`src/rtl/wb_stage.sv`:
```
// Write-back stage with an integrated load unit.
//
// Accepts one instruction from MEM, optionally issues a single aligned doubleword read to data
// memory, extracts and extends the addressed byte/half/word/double, and writes the register file.
//
// Ports:
//   clk, rst          - clock, synchronous active-high reset
//   valid_i_wb        - MEM offers an instruction
//   ready_o_wb        - stage can accept this cycle
//   rd_i_wb           - destination register
//   rd_we_i_wb        - instruction writes rd
//   result_i_wb       - ALU result, or byte address for loads
//   is_load_i_wb      - instruction is a load
//   load_op_i_wb      - load funct3 (lb/lh/lw/ld/lbu/lhu/lwu)
//   dmem_req_o_wb     - one-cycle data-memory read request
//   dmem_addr_o_wb    - doubleword-aligned request address
//   dmem_rvalid_i_wb  - read data valid
//   dmem_rdata_i_wb   - aligned 64-bit read data
//   we_o_wb           - register-file write enable
//   waddr_o_wb        - register-file write address
//   wdata_o_wb        - register-file write data
//   retire_o_wb       - one-cycle pulse per completed instruction
//   misalign_o_wb     - one-cycle pulse with retire on a misaligned load
module wb_stage #(
    parameter int unsigned XLEN   = 64,
    parameter int unsigned REG_AW = 5
) (
    input  logic              clk,
    input  logic              rst,
    input  logic              valid_i_wb,
    output logic              ready_o_wb,
    input  logic [REG_AW-1:0] rd_i_wb,
    input  logic              rd_we_i_wb,
    input  logic [XLEN-1:0]   result_i_wb,
    input  logic              is_load_i_wb,
    input  logic [2:0]        load_op_i_wb,
    output logic              dmem_req_o_wb,
    output logic [XLEN-1:0]   dmem_addr_o_wb,
    input  logic              dmem_rvalid_i_wb,
    input  logic [XLEN-1:0]   dmem_rdata_i_wb,
    output logic              we_o_wb,
    output logic [REG_AW-1:0] waddr_o_wb,
    output logic [XLEN-1:0]   wdata_o_wb,
    output logic              retire_o_wb,
    output logic              misalign_o_wb
);

    typedef enum logic [1:0] {
        StIdle,
        StReq,
        StWait,
        StWrite
    } state_e;

    state_e            state_q, state_d;
    logic [REG_AW-1:0] rd_q;
    logic              rd_we_q;
    logic [XLEN-1:0]   result_q;
    logic              is_load_q;
    logic [2:0]        load_op_q;
    logic [XLEN-1:0]   rdata_q;

    logic              accept;
    logic              capture;
    logic              mis_addr;
    logic              misaligned;
    logic [XLEN-1:0]   shifted;
    logic [XLEN-1:0]   load_data;

    // Alignment requirement follows the access size encoded in funct3[1:0].
    always_comb begin
        mis_addr = 1'b0;
        case (load_op_q[1:0])
            2'b00:   mis_addr = 1'b0;
            2'b01:   mis_addr = result_q[0];
            2'b10:   mis_addr = |result_q[1:0];
            default: mis_addr = |result_q[2:0];
        endcase
        misaligned = is_load_q & mis_addr;
    end

    // Move the addressed byte k down to bit 0; aligned accesses never run past byte 7.
    assign shifted = rdata_q >> {result_q[2:0], 3'b000};

    always_comb begin
        load_data = shifted;
        case (load_op_q)
            3'b000:  load_data = {{(XLEN-8){shifted[7]}}, shifted[7:0]};
            3'b001:  load_data = {{(XLEN-16){shifted[15]}}, shifted[15:0]};
            3'b010:  load_data = {{(XLEN-32){shifted[31]}}, shifted[31:0]};
            3'b100:  load_data = {{(XLEN-8){1'b0}}, shifted[7:0]};
            3'b101:  load_data = {{(XLEN-16){1'b0}}, shifted[15:0]};
            3'b110:  load_data = {{(XLEN-32){1'b0}}, shifted[31:0]};
            // ld, and the unused encoding 111 treated as ld.
            default: load_data = shifted;
        endcase
    end

    always_comb begin
        state_d        = state_q;
        ready_o_wb     = 1'b0;
        dmem_req_o_wb  = 1'b0;
        dmem_addr_o_wb = '0;
        we_o_wb        = 1'b0;
        waddr_o_wb     = '0;
        wdata_o_wb     = '0;
        retire_o_wb    = 1'b0;
        misalign_o_wb  = 1'b0;
        capture        = 1'b0;

        case (state_q)
            StIdle: begin
                ready_o_wb = 1'b1;
            end
            StReq: begin
                if (misaligned) begin
                    state_d = StWrite;
                end else begin
                    dmem_req_o_wb  = 1'b1;
                    dmem_addr_o_wb = {result_q[XLEN-1:3], 3'b000};
                    state_d        = StWait;
                end
            end
            StWait: begin
                if (dmem_rvalid_i_wb) begin
                    capture = 1'b1;
                    state_d = StWrite;
                end
            end
            StWrite: begin
                ready_o_wb    = 1'b1;
                retire_o_wb   = 1'b1;
                waddr_o_wb    = rd_q;
                wdata_o_wb    = is_load_q ? load_data : result_q;
                we_o_wb       = rd_we_q & (rd_q != '0) & ~misaligned;
                misalign_o_wb = misaligned;
                state_d       = StIdle;
            end
            default: state_d = StIdle;
        endcase

        accept = valid_i_wb & ready_o_wb;
        if (accept) begin
            state_d = is_load_i_wb ? StReq : StWrite;
        end
    end

    always_ff @(posedge clk) begin
        if (rst) begin
            state_q   <= StIdle;
            rd_q      <= '0;
            rd_we_q   <= 1'b0;
            result_q  <= '0;
            is_load_q <= 1'b0;
            load_op_q <= '0;
            rdata_q   <= '0;
        end else begin
            state_q <= state_d;
            if (accept) begin
                rd_q      <= rd_i_wb;
                rd_we_q   <= rd_we_i_wb;
                result_q  <= result_i_wb;
                is_load_q <= is_load_i_wb;
                load_op_q <= load_op_i_wb;
            end
            if (capture) begin
                rdata_q <= dmem_rdata_i_wb;
            end
        end
    end

endmodule

```
`config.mk`:
```
export PLATFORM = sky130hd
export DESIGN_NAME = wb_stage
export DESIGN_NICKNAME = d
export VERILOG_FILES = /design/src/rtl/wb_stage.sv
export SDC_FILE = /design/constraint.sdc
export NUM_CORES = 1
export LEC_CHECK = 0
export ABC_AREA = 1
export CORE_UTILIZATION = 25
export DETAILED_ROUTE_END_ITERATION = 16
export HOLD_SLACK_MARGIN = 0.15
export PLACE_DENSITY = 0.5
export SLEW_MARGIN = 30
export SYNTH_ARGS = -nofsm -noshare
export SYNTH_HDL_FRONTEND = slang
export SYNTH_SLANG_ARGS = --single-unit
```
`constraint.sdc`:
```
create_clock -name clk -period 1.9 [get_ports clk]
set_input_delay 0.57 -clock clk [delete_from_list [all_inputs] [get_ports clk]]
set_output_delay 0.57 -clock clk [all_outputs]
set_load 0.05 [all_outputs]
```
==> metrics list, run 1 <==
* Outcome: complete, but fails checks
- The final reports fail on negative setup slack.
- The initial utilization of the core area, before any placement, comes to 0.255.
- Inst Count DP: 2111
- IR analysis of the VDD net gives a maximum drop of 0.733 mV.
* Number of design rule violations left after detail routing: 0
- For this design the top-level I/O count stands at 280.
- Excluding fillers, the count of instances in the completed layout stands at 2181.
* Cells after Synth: 1316
- The number of global-route vias before repair is 10200.
- First drt pass iteration count: 7
- Min-delay worst type: register to register
- Horizontal die dimension: 184 µm
- The tool flagged a number of max-cap violations equal to 0.
- The die covers 33900 µm².
- The layer flagged by global routing as most heavily used is met2.
- After synthesis the netlist holds a flip-flop and latch count of 140.
- Number of antenna violations at the first check in global routing: 0
- Setup repair after global routing could not meet its margin everywhere.
* Root buffer cell: sky130_fd_sc_hd__clkbuf_16
- Met3 track utilization from global routing: 0.0421
- The first global-routing pass estimated 59100 µm of wire.
- Along the worst hold path, the cell count comes to 2.
* Input/output buffers: 276
- After clock tree synthesis, the clock-pin slew on the worst setup and hold paths is 0.07 ns.
- Global routing finished with a remaining overflow of 0.
- Measured on the finished design, the core utilization comes to 0.519.
* Most frequent cells in the layout: sky130_fd_sc_hd__o21ai_0 (201), sky130_fd_sc_hd__nand2_1 (149), sky130_fd_sc_hd__buf_4 (149)
- Counting along the longest clock path gives a buffer depth of 2.
- Layout Skew: 0.0119 ns
- Count of hold-fix buffers inserted at cts: 0
- Wire length per cell: 17.9 µm
* Total Power Consumption: 23800 µW
- The later pin in the worst-skew pair is clocked with a latency of 0.44 ns.
- Data on the critical path arrives at its endpoint at 2.26 ns.
- Hold timing on the final database bottoms out at a slack of 0.499 ns.
- The floorplan step defined a core boundary enclosing 32600 µm².
- For this run, global-route usage on met2 was measured as 0.388.
- For this block, the via count after detailed routing is 10400.
* Maximum operating frequency: 0.354 GHz
- Leading cell type in the layout, fill and taps excluded: sky130_fd_sc_hd__o21ai_0
- Summed over all cells, the static leakage comes to 0.00635 µW.
* Min setup slack post-route: -0.925 ns
* Post-synthesis instance area: 8300 µm²
- Filler cells: 3137
- Yosys printed 0 warnings.
- The hold violation count in the final report came to 0.
- Number of pins exceeding their max-slew limit in the final report: 0
- The netlist uses 39 different library cells.
- Entering global routing, the biggest net connects 87 pins.
- The share of the Yosys chip area taken by registers is 0.338.
* Crit share post-route: 1.49
- Number of placement rows: 66
- The number of cells on the worst reg-to-reg path is 10.
* Ratio of cells with drive above 1 in the final layout: 0.409
- After layout, the minimum clock period comes to 2.83 ns.
- The worst setup path is captured at a primary output.
* Final setup violating endpoints: 135
- In the global route stage, overall resource usage came out at 0.229.
* Type of the worst setup path: register to primary output
- The count of nets left with antenna violations once routing finished came out at 0.
- Using the TritonRoute via totals, the vias-per-cell ratio works out to 4.75.
* DRT iter0 DRCs: 613
* Antenna diodes: 0
- CTS buffer count: 17
- Total wirelength of the detailed-routed design: 39000 µm
- Pre-CTS worst setup slack: -0.741 ns
* Crit path launch type: register
- Number of levels the H-tree was split into: 4
- The die is 184 µm tall.
- The area growth from synthesis to layout is 104%.
- Sink count of the clock tree: 140
- Avg Cell Area, Syn: 6.31 µm²
- In the global route stage, met1 resource usage came out at 0.298.
* Post-detail-place hpwl: 29100 µm
- At the worst endpoint, the required time is 1.33 ns.
- Final #Nets: 1872
- In this run the power density over the cells is 1400 nW/µm².
* GPL Wtd Cong: 0.907
* Clock tree from TritonCTS: done
* Top fanout value on the critical path: 8
==> final cells by class <==
cell class | count | area (µm²) | share of cell area
Inverter | 121 | 537 | 0.0317
Tap cell | 442 | 553 | 0.0327
Clock buffer | 19 | 443 | 0.0262
Timing Repair Buffer | 500 | 5990 | 0.354
Multi-Input combinational cell | 946 | 6410 | 0.379
Sequential cell | 140 | 2820 | 0.167
Clock inverter | 13 | 155 | 0.00917
==> flip-flops by register name, indices dropped and copies added, names as in the netlist <==
signal / cells
is_load_q: 1
load_op_q: 3
rd_q: 5
rd_we_q: 1
rdata_q: 64
result_q: 64
state_q: 2
==> through the flow <==
| stage | cell area, µm² | TNS [ns] |
|---|---|---|
| 4_1_cts | 16300 | -105.25 |
| 2_1_floorplan | 9530 | -26.02 |
| 3_3_place_gp | 14400 | -57.70 |
| 3_5_place_dp | 14400 | -57.44 |
| 5_1_grt | 16900 | -115.96 |
| 6_report | 16900 | -106.95 |
==> critical path, cell delays in order, from the launching register on <==
cell and delay (ns):
sky130_fd_sc_hd__dfxtp_4 0.39, sky130_fd_sc_hd__buf_8 0.15, sky130_fd_sc_hd__buf_6 0.12, sky130_fd_sc_hd__nor2_8 0.11
sky130_fd_sc_hd__nand2_4 0.07, sky130_fd_sc_hd__nand3_4 0.08, sky130_fd_sc_hd__nand3_4 0.17, sky130_fd_sc_hd__nand2_8 0.18
sky130_fd_sc_hd__inv_12 0.07, sky130_fd_sc_hd__buf_12 0.13, sky130_fd_sc_hd__a31oi_4 0.17, sky130_fd_sc_hd__buf_12 0.16
==> per-layer routing <==
metal,vias to the layer above,part of all wire
met5,-,0
met3,38,0.051
met4,0,0.015
met2,284,0.49
met1,4840,0.45
li1,5195,-
==> cells in the mapped netlist, drive strengths merged <==
cell,number,area share
nand3,47,0.033
clkinv,4,0.0018
o22ai,1,0.00075
nor2,197,0.092
o221ai,6,0.0063
nand2,201,0.094
ha,4,0.0060
a31oi,10,0.011
o21ai,287,0.17
a22oi,7,0.0063
a221oi,1,0.0011
a211oi,1,0.00090
dfxtp,140,0.34
o211ai,24,0.022
mux2i,1,0.0012
a21oi,144,0.087
or2,4,0.0030
inv,117,0.053
o2111ai,1,0.0011
clkbuf,72,0.033
buf,44,0.035
nor3,2,0.0012
conb,1,0.00045
==> cell families after synthesis <==
group,Yosys count,synth area share
compound gates,482,0.309
fa+ha+maj,4,0.00603
buf+inv,237,0.123
flops,140,0.338
mux,1,0.00121
other cells,1,0.000452
simple gates,451,0.224
==> final timing paths <==
check	slack, ns	end	start
hold / removal	0.50	rdata_q[3]$_SDFFE_PP0P_	rdata_q[3]$_SDFFE_PP0P_
setup reg to reg	0.29	state_q[0]$_SDFFE_PP0P_	result_q[0]$_SDFFE_PP0P_
setup / recovery	-0.93	wdata_o_wb[18]	result_q[0]$_SDFFE_PP0P_
hold reg to reg	0.50	rdata_q[3]$_SDFFE_PP0P_	rdata_q[3]$_SDFFE_PP0P_
==> timing repair <==
item                                    CTS  global route
resized for setup                       273           108
buffers inserted                         17            10
pin swaps                                57            51
hold endpoints to repair                  0             0
endpoints found under the setup margin  135           135
gates cloned                              9             5
==> power breakdown <==
part	switching [µW]	internal, µW
clock network	1530	2000
registers	647	3850
logic	9100	6630
Power figures use the tool's default switching activity.
==> run 2: changes to the inputs <==
- CELL_PAD_IN_SITES_DETAIL_PLACEMENT: not set -> 1
- CELL_PAD_IN_SITES_GLOBAL_PLACEMENT: not set -> 2
- CORE_UTILIZATION: 25 -> 21
- CTS_CLUSTER_SIZE: not set -> 16
- PLACE_DENSITY: 0.5 -> 0.75
==> metrics list, run 2 (synthesized netlist as in run 1, its figures left out) <==
- Crit path launch type: register
- The total count of max-transition violations in the final report is 0 (unchanged).
* Top fanout value on the critical path: 8 (unchanged)
- Detailed-route via count: 10600 (+2.3%)
- The clock period minus worst slack is 2.92 ns (+0.0973 ns).
- Number of failing hold endpoints at the final stage: 0 (unchanged)
- Area of the placeable core: 38800 µm² (+19%)
- The total of hold buffers inserted after clock tree synthesis was 0 (unchanged).
- Kind of end point of the critical path: primary output
- CP Data Required Time: 1.33 ns (about the same)
* Total Power Consumption: 23000 µW (-3.1%)
- Non-Filler Cell Area, Final: 16400 µm² (-3.0%)
* Total wirelength of the detailed-routed design: 42500 µm (+9.1%)
- Number of placement rows: 72 (+9.1%)
- Crit share post-route: 1.54 (+0.0512)
- Power Internal: 12100 µW (-3.3%)
- The diode insertion count for antenna repair came to 0 (unchanged).
* First drt pass iteration count: 5 (-2)
- The clock latency of the later-clocked register in the worst-skew pair is 0.45 ns (about the same).
* Input/output buffers: 276 (unchanged)
- Remaining global-route overflow: 0 (unchanged)
* Global router's overall resource usage: 0.206 (-0.0230)
- The part of the total power dissipated in the clock network came to 0.151 (+0.002).
* Combined flip-flop and latch cell area: 2820 µm² (-0.13%)
- Multi-input gate area: 6000 µm² (-6.4%)
* Horizontal die dimension: 201 µm (+9.0%)
- Data arrival time at the worst-slack endpoint: 2.35 ns (+0.09 ns)
* Setup TNS: -112.30 ns (-5.36 ns)
- The H-tree level count came to 4 (unchanged).
- The top-level I/O count was 280 (unchanged).
- Most frequent cells in the layout: sky130_fd_sc_hd__o21ai_0 (217), sky130_fd_sc_hd__buf_4 (199), sky130_fd_sc_hd__nand2_1 (167)
- Proportion of power drawn by combinational gates: 0.654 (-0.008)
- Type of the worst setup path: register to primary output
- The average detailed-routed wire length per instance is 18.7 µm (+4.6%).
- The number of placed cells counting well taps came to 2227 (+5.5%).
* Outcome: complete, but fails checks
* Clock tree from TritonCTS: done
- The number of global-route vias before repair was 11000 (+7.3%).
- The floorplan die height is 201 µm (+9.0%).
- Leakage dissipation: 0.00626 µW (-1.5%)
* Clock slew at reported path FFs: 0.07 ns (about the same)
* Maximum VDD drop: 0.681 mV (-7.2%)
- The power density over the cells came to 1400 nW/µm² (-0.13%).
* Largest regs: rdata_q: 64 flops, result_q: 64 flops, rd_q: 5 flops
- The final weighted congestion of routability-driven global placement was 0.899 (-0.95%).
* Per-cell via count in the routed design: 4.65 (-2.0%)
- Number of cells in the finished layout apart from fillers: 2276 (+4.4%)
- Final setup violating endpoints: 134 (-0.74%)
- The tightest min-delay check is of the register to register type.
- The power dissipated by switching net loads is 10900 µW (-3.0%).
* Die Outline Area: 40300 µm² (+19%)
- The number of nets with antenna violations after detailed routing is 0 (unchanged).
- The final worst-path setup slack is -1.02 ns (-0.0973 ns).
- Pin count of the biggest net entering global routing: 78 (-10%)
- Compared with the post-synthesis result, the final layout area differs by 97.6%.
* Number of antenna violations at the first check in global routing: 0 (unchanged)
- The area of placed instances came to 14700 µm² (+2.3%).
* Pre-CTS worst setup slack: -0.614 ns (+0.126 ns)
* Maximum operating frequency: 0.342 GHz (-3.3%)
- CTS max path bufs: 2 (unchanged)
- Leaving out fill and tap cells, the most frequent cell in the layout is sky130_fd_sc_hd__o21ai_0.
- The placed wire-length estimate was 32800 µm (+13%).
- The number of maximum-capacitance constraint violations came to 0 (unchanged).
- Layout Skew: 0.00593 ns (-0.00597 ns)
- The cell sitting at the root of the clock tree is a sky130_fd_sc_hd__clkbuf_16.
- The ratio of cells with drive above 1 in the final layout is 0.382 (-0.0272).
* Final #Nets: 1891 (+1.0%)
- The total number of clock tree sinks came to 140 (unchanged).
* Filler cells: 4619 (+47%)
- Setup repair after global routing missed its margin: yes
* DRT iter0 DRCs: 403 (-34%)
* Violated checks: negative setup slack
- Sequential share of power: 0.196 (+0.007)
- Number of design rule violations left after detail routing: 0 (unchanged)
* Wire length of the first global-routing pass: 64100 µm (+8.5%)
- Effective utilization at floorplan: 0.214 (-0.0407)
- Fraction of power spent switching nets: 0.476 (+0.000793)
* CTS buffer count: 17 (unchanged)
==> run 2: worst paths after layout <==
| kind | start | to | slack (ns) | cells past startpoint |
|---|---|---|---|---|
| max | result_q[1]$_SDFFE_PP0P_ | wdata_o_wb[58] | -1.02 | 11 |
| min | rd_we_q$_SDFFE_PP0P_ | rd_we_q$_SDFFE_PP0P_ | 0.50 | 2 |
| min reg2reg | rd_we_q$_SDFFE_PP0P_ | rd_we_q$_SDFFE_PP0P_ | 0.50 | 2 |
| max reg2reg | state_q[1]$_SDFFE_PP0P_ | state_q[0]$_SDFFE_PP0P_ | 0.21 | 8 |
==> run 2: power by group through the flow <==
stage,Combinational (µW),Sequential [µW],Clock (µW)
detailed placement,13400,4510,0
floorplan,7840,4250,0
global route,16100,4600,3680
CTS,14000,4450,3580
finish,15000,4500,3470
global placement,13200,4480,0
==> run 2: area by class of cell <==
class                           instances  area share
Tap cell                              518      0.0395
Clock inverter                         14     0.00968
Timing Repair Buffer                  522       0.355
Sequential cell                       140       0.172
Clock buffer                           18      0.0268
Inverter                              121      0.0318
Multi-Input combinational cell        943       0.366
==> run 2: worst max-delay path: stages (launching register included) <==
cell and delay (ns):
sky130_fd_sc_hd__dfxtp_2 0.35, sky130_fd_sc_hd__inv_2 0.08, sky130_fd_sc_hd__buf_12 0.15, sky130_fd_sc_hd__nor2_8 0.19, sky130_fd_sc_hd__nand2_2 0.11, sky130_fd_sc_hd__nand3_4 0.09
sky130_fd_sc_hd__nand3_4 0.18, sky130_fd_sc_hd__nand2_8 0.18, sky130_fd_sc_hd__buf_4 0.15, sky130_fd_sc_hd__o21ai_2 0.07, sky130_fd_sc_hd__a21oi_4 0.18, sky130_fd_sc_hd__buf_12 0.15
==> run 2: metal layers <==
metal,GRT usage,wire length (µm)
met4,0.0556,816
met2,0.354,20600
met5,0,0
met1,0.261,19300
met3,0.0425,1850
==> run 2: what timing repair did <==
| item | in CTS | in global routing |
|---|---|---|
| gates resized for setup | 100 | 137 |
| setup endpoints to repair | 135 | 135 |
| endpoints found under the hold margin | 0 | 0 |
| setup buffers | 4 | 7 |
| pin swaps | 10 | 27 |
| cloned | 0 | 6 |
==> run 2: through the flow <==
stage                util  hold WS [ns]
finish              0.423         0.499
global route        0.423         0.522
CTS                 0.405         0.487
detailed placement  0.380         0.476
global placement    0.380         0.465
floorplan               -         0.441
==> run 3: changes to the inputs <==
- CORE_UTILIZATION: 21 -> 22
- CTS_BUF_LIST: not set -> sky130_fd_sc_hd__clkbuf_8
- PLACE_DENSITY: 0.75 -> 0.78
- SKIP_CTS_REPAIR_TIMING: not set -> 1
==> metrics list, run 3 (synthesized netlist as in run 1, its figures left out) <==
* Post-detail-place hpwl: 32900 µm (+0.23%)
- The startpoint identified for the worst hold timing path is rd_we_q$_SDFFE_PP0P_.
* Maximum VDD drop: 0.525 mV (-23%)
* Wire length per cell: 19.1 µm (+2.2%)
- Type of the worst setup path: register to primary output
- The count of endpoints failing setup in the final report is 135 (+0.75%).
- The clock period minus worst slack came to 2.94 ns (+0.0215 ns).
- The count of routing violations after the opening detailed-route iteration was 404 (+0.25%).
* Number of placement rows: 70 (-2.8%)
- Growth of design area from synthesis to finish: 98.9%
- Root buffer cell: sky130_fd_sc_hd__clkbuf_8
- Layout Skew: 0.0105 ns (+0.00454 ns)
- The share of the clock period used by the worst path after layout was 1.55 (+0.0113).
- The total number of clock tree sinks was 140 (unchanged).
- For the pin with the worst max-slew slack, the measured transition is 0.612 ns.
- The min-delay analysis places its worst path in the category register to register.
* Violated checks: negative setup slack
- Filler cells: 4289 (-7.1%)
* Clock tree from TritonCTS: done
- End of the worst register-to-register path: result_q[8]$_SDFFE_PP0P_
- Per-cell via count in the routed design: 4.68 (+0.51%)
* Pre-CTS worst setup slack: -0.801 ns (-0.187 ns)
- The largest fanout on the critical path was 8 (unchanged).
- The area of placed instances came to 14700 µm² (-0.53%).
* Combined flip-flop and latch cell area: 2820 µm² (about the same)
* CTS max path bufs: 2 (unchanged)
* Non-Filler Cell Area, Final: 16500 µm² (+0.65%)
- Power Internal: 11600 µW (-4.2%)
* CP Data Required Time: 1.33 ns (about the same)
- Input/output buffers: 276 (unchanged)
- Power density relative to cell area: 1360 nW/µm² (-2.9%)
- The share of power burned in combinational logic is 0.680 (+0.026).
* Clock slew at reported path FFs: 0.09 ns (+0.02 ns)
- The worst setup path is captured at a primary output.
* Most frequent cells in the layout: sky130_fd_sc_hd__o21ai_0 (207), sky130_fd_sc_hd__buf_4 (186), sky130_fd_sc_hd__nand2_1 (156)
- The worst register-to-register path begins at state_q[0]$_SDFFE_PP0P_.
- Total wirelength of the detailed-routed design: 43100 µm (+1.4%)
* Global router's overall resource usage: 0.214 (+0.00753)
* Horizontal die dimension: 196 µm (-2.3%)
- GPL Wtd Cong: 0.890 (-0.92%)
- Area of the placeable core: 36900 µm² (-5.0%)
- The final worst-path setup slack was -1.04 ns (-0.0215 ns).
- The number of global-route vias before repair is 10900 (-0.52%).
* I/O pins: 280 (unchanged)
- The first-pass GRT wire length is 63100 µm (-1.4%).
- Leakage dissipation: 0.00625 µW (about the same)
- Maximum operating frequency: 0.340 GHz (-0.73%)
* Maximum Capacitance Violations: 0 (unchanged)
- Sequential share of power: 0.199 (+0.003)
- Crit path launch type: register
* Register-to-Register Setup Slack: 0.12 ns (-0.09 ns)
* Final #Nets: 1886 (-0.26%)
- The switching share of power is 0.486 (+0.0104).
* Number of antenna violations at the first check in global routing: 1 (+1)
- The arrival time of data at the critical path endpoint came to 2.37 ns (+0.02 ns).
- First drt pass iteration count: 5 (unchanged)
- CTS buffer count: 17 (unchanged)
- Depth of the most critical reg-to-reg path: 8 (unchanged)
* Clk Latency, worst-skew pair: 0.48 ns (+0.03 ns)
* Remaining global-route overflow: 0 (unchanged)
- Multi-input gate area: 6140 µm² (+2.3%)
- The part of the total power dissipated in the clock network came to 0.121 (-0.030).
- Setup repair after global routing missed its margin: yes
* Leading cell type in the layout, fill and taps excluded: sky130_fd_sc_hd__o21ai_0
- Effective utilization at floorplan: 0.225 (+0.0113)
* Largest regs: rdata_q: 64 flops, result_q: 64 flops, rd_q: 5 flops
- Number of failing hold endpoints at the final stage: 0 (unchanged)
- The power dissipated by switching net loads is 10900 µW (-0.11%).
- Die Outline Area: 38500 µm² (-4.5%)
* Worst setup path startpoint: result_q[0]$_SDFFE_PP0P_
- The floorplan die height came to 196 µm (-2.3%).
- Outcome: complete, but fails checks
- The worst pin sits at a relative slew slack of 0.588.
- Pin count of the biggest net entering global routing: 59 (-24%)
- The number of stages on the worst hold path came to 2 (unchanged).
- Worst hold path endpoint: rd_we_q$_SDFFE_PP0P_
* Number of levels the H-tree was split into: 4 (unchanged)
- The ratio of cells with drive above 1 in the final layout came to 0.400 (+0.0182).
* Number of design rule violations left after detail routing: 0 (unchanged)
* Post-DRT Antenna Nets: 0 (unchanged)
- Detailed-route via count: 10600 (-0.28%)
- The total count of max-transition violations in the final report came to 0 (unchanged).
-- run 3: changes by cell type in the layout (fill, tap and decap cells not counted), sizes merged --
cell	previous run	this run
bufinv	2	4
clkbuf	22	30
clkinvlp	16	14
clkinv	10	12
inv	107	105
diode	0	1
buf	377	364
-- run 3: metal layers --
layer  vias to the layer above  global-route usage  share of wire
li1                       5213                   -              -
met1                      5080               0.269           0.45
met2                       234               0.370           0.49
met3                        36              0.0433          0.042
met4                         0              0.0573          0.019
met5                         -                   0              0
-- run 3: critical path, cell delays in order, from the launching register on --
cell                        delay (ns)
sky130_fd_sc_hd__dfxtp_4          0.39
sky130_fd_sc_hd__buf_12           0.15
sky130_fd_sc_hd__buf_12           0.14
sky130_fd_sc_hd__clkbuf_16        0.16
sky130_fd_sc_hd__o21ai_2          0.20
sky130_fd_sc_hd__a22oi_2          0.11
sky130_fd_sc_hd__o21ai_1          0.27
sky130_fd_sc_hd__o21ai_2          0.12
sky130_fd_sc_hd__a21oi_4          0.18
sky130_fd_sc_hd__buf_12           0.15
-- run 3: per-stage QoR --
step	instances	setup TNS (ns)	util	power, µW	hold slack, ns
CTS	2227	-139.38	0.409	20500	0.496
floorplan	1318	-26.02	-	12100	0.441
global route	2258	-132.37	0.448	23800	0.539
global placement	2195	-60.71	0.398	17500	0.465
finish	2258	-117.57	0.448	22500	0.494
detailed placement	2195	-66.53	0.398	17700	0.475
-- run 3: power groups by stage --
stage,Sequential [µW],Clock [µW],Combinational (µW)
finish,4480,2710,15300
global route,4580,2930,16300
CTS,4430,2800,13300
detailed placement,4490,0,13200
global placement,4470,0,13100
floorplan,4250,0,7840
-- run 3: worst max path at each step --
stage / end / slack (ns) / cells past startpoint
3_3_place_gp: wdata_o_wb[20] / -0.79 / 11
5_1_grt: wdata_o_wb[53] / -1.12 / 12
3_5_place_dp: wdata_o_wb[0] / -0.80 / 10
4_1_cts: wdata_o_wb[0] / -1.36 / 10
2_1_floorplan: wdata_o_wb[43] / -0.33 / 11
6_report: wdata_o_wb[44] / -1.04 / 9
-- run 3: cell type report --
cell class                 instances  share of cell area
inverter                         121              0.0317
antenna                            1            0.000152
clock buffer                      18              0.0150
clock inverter                    14              0.0108
timing repair buffer             517               0.362
tap                              504              0.0382
sequential                       140               0.171
multi-input combinational        943               0.372
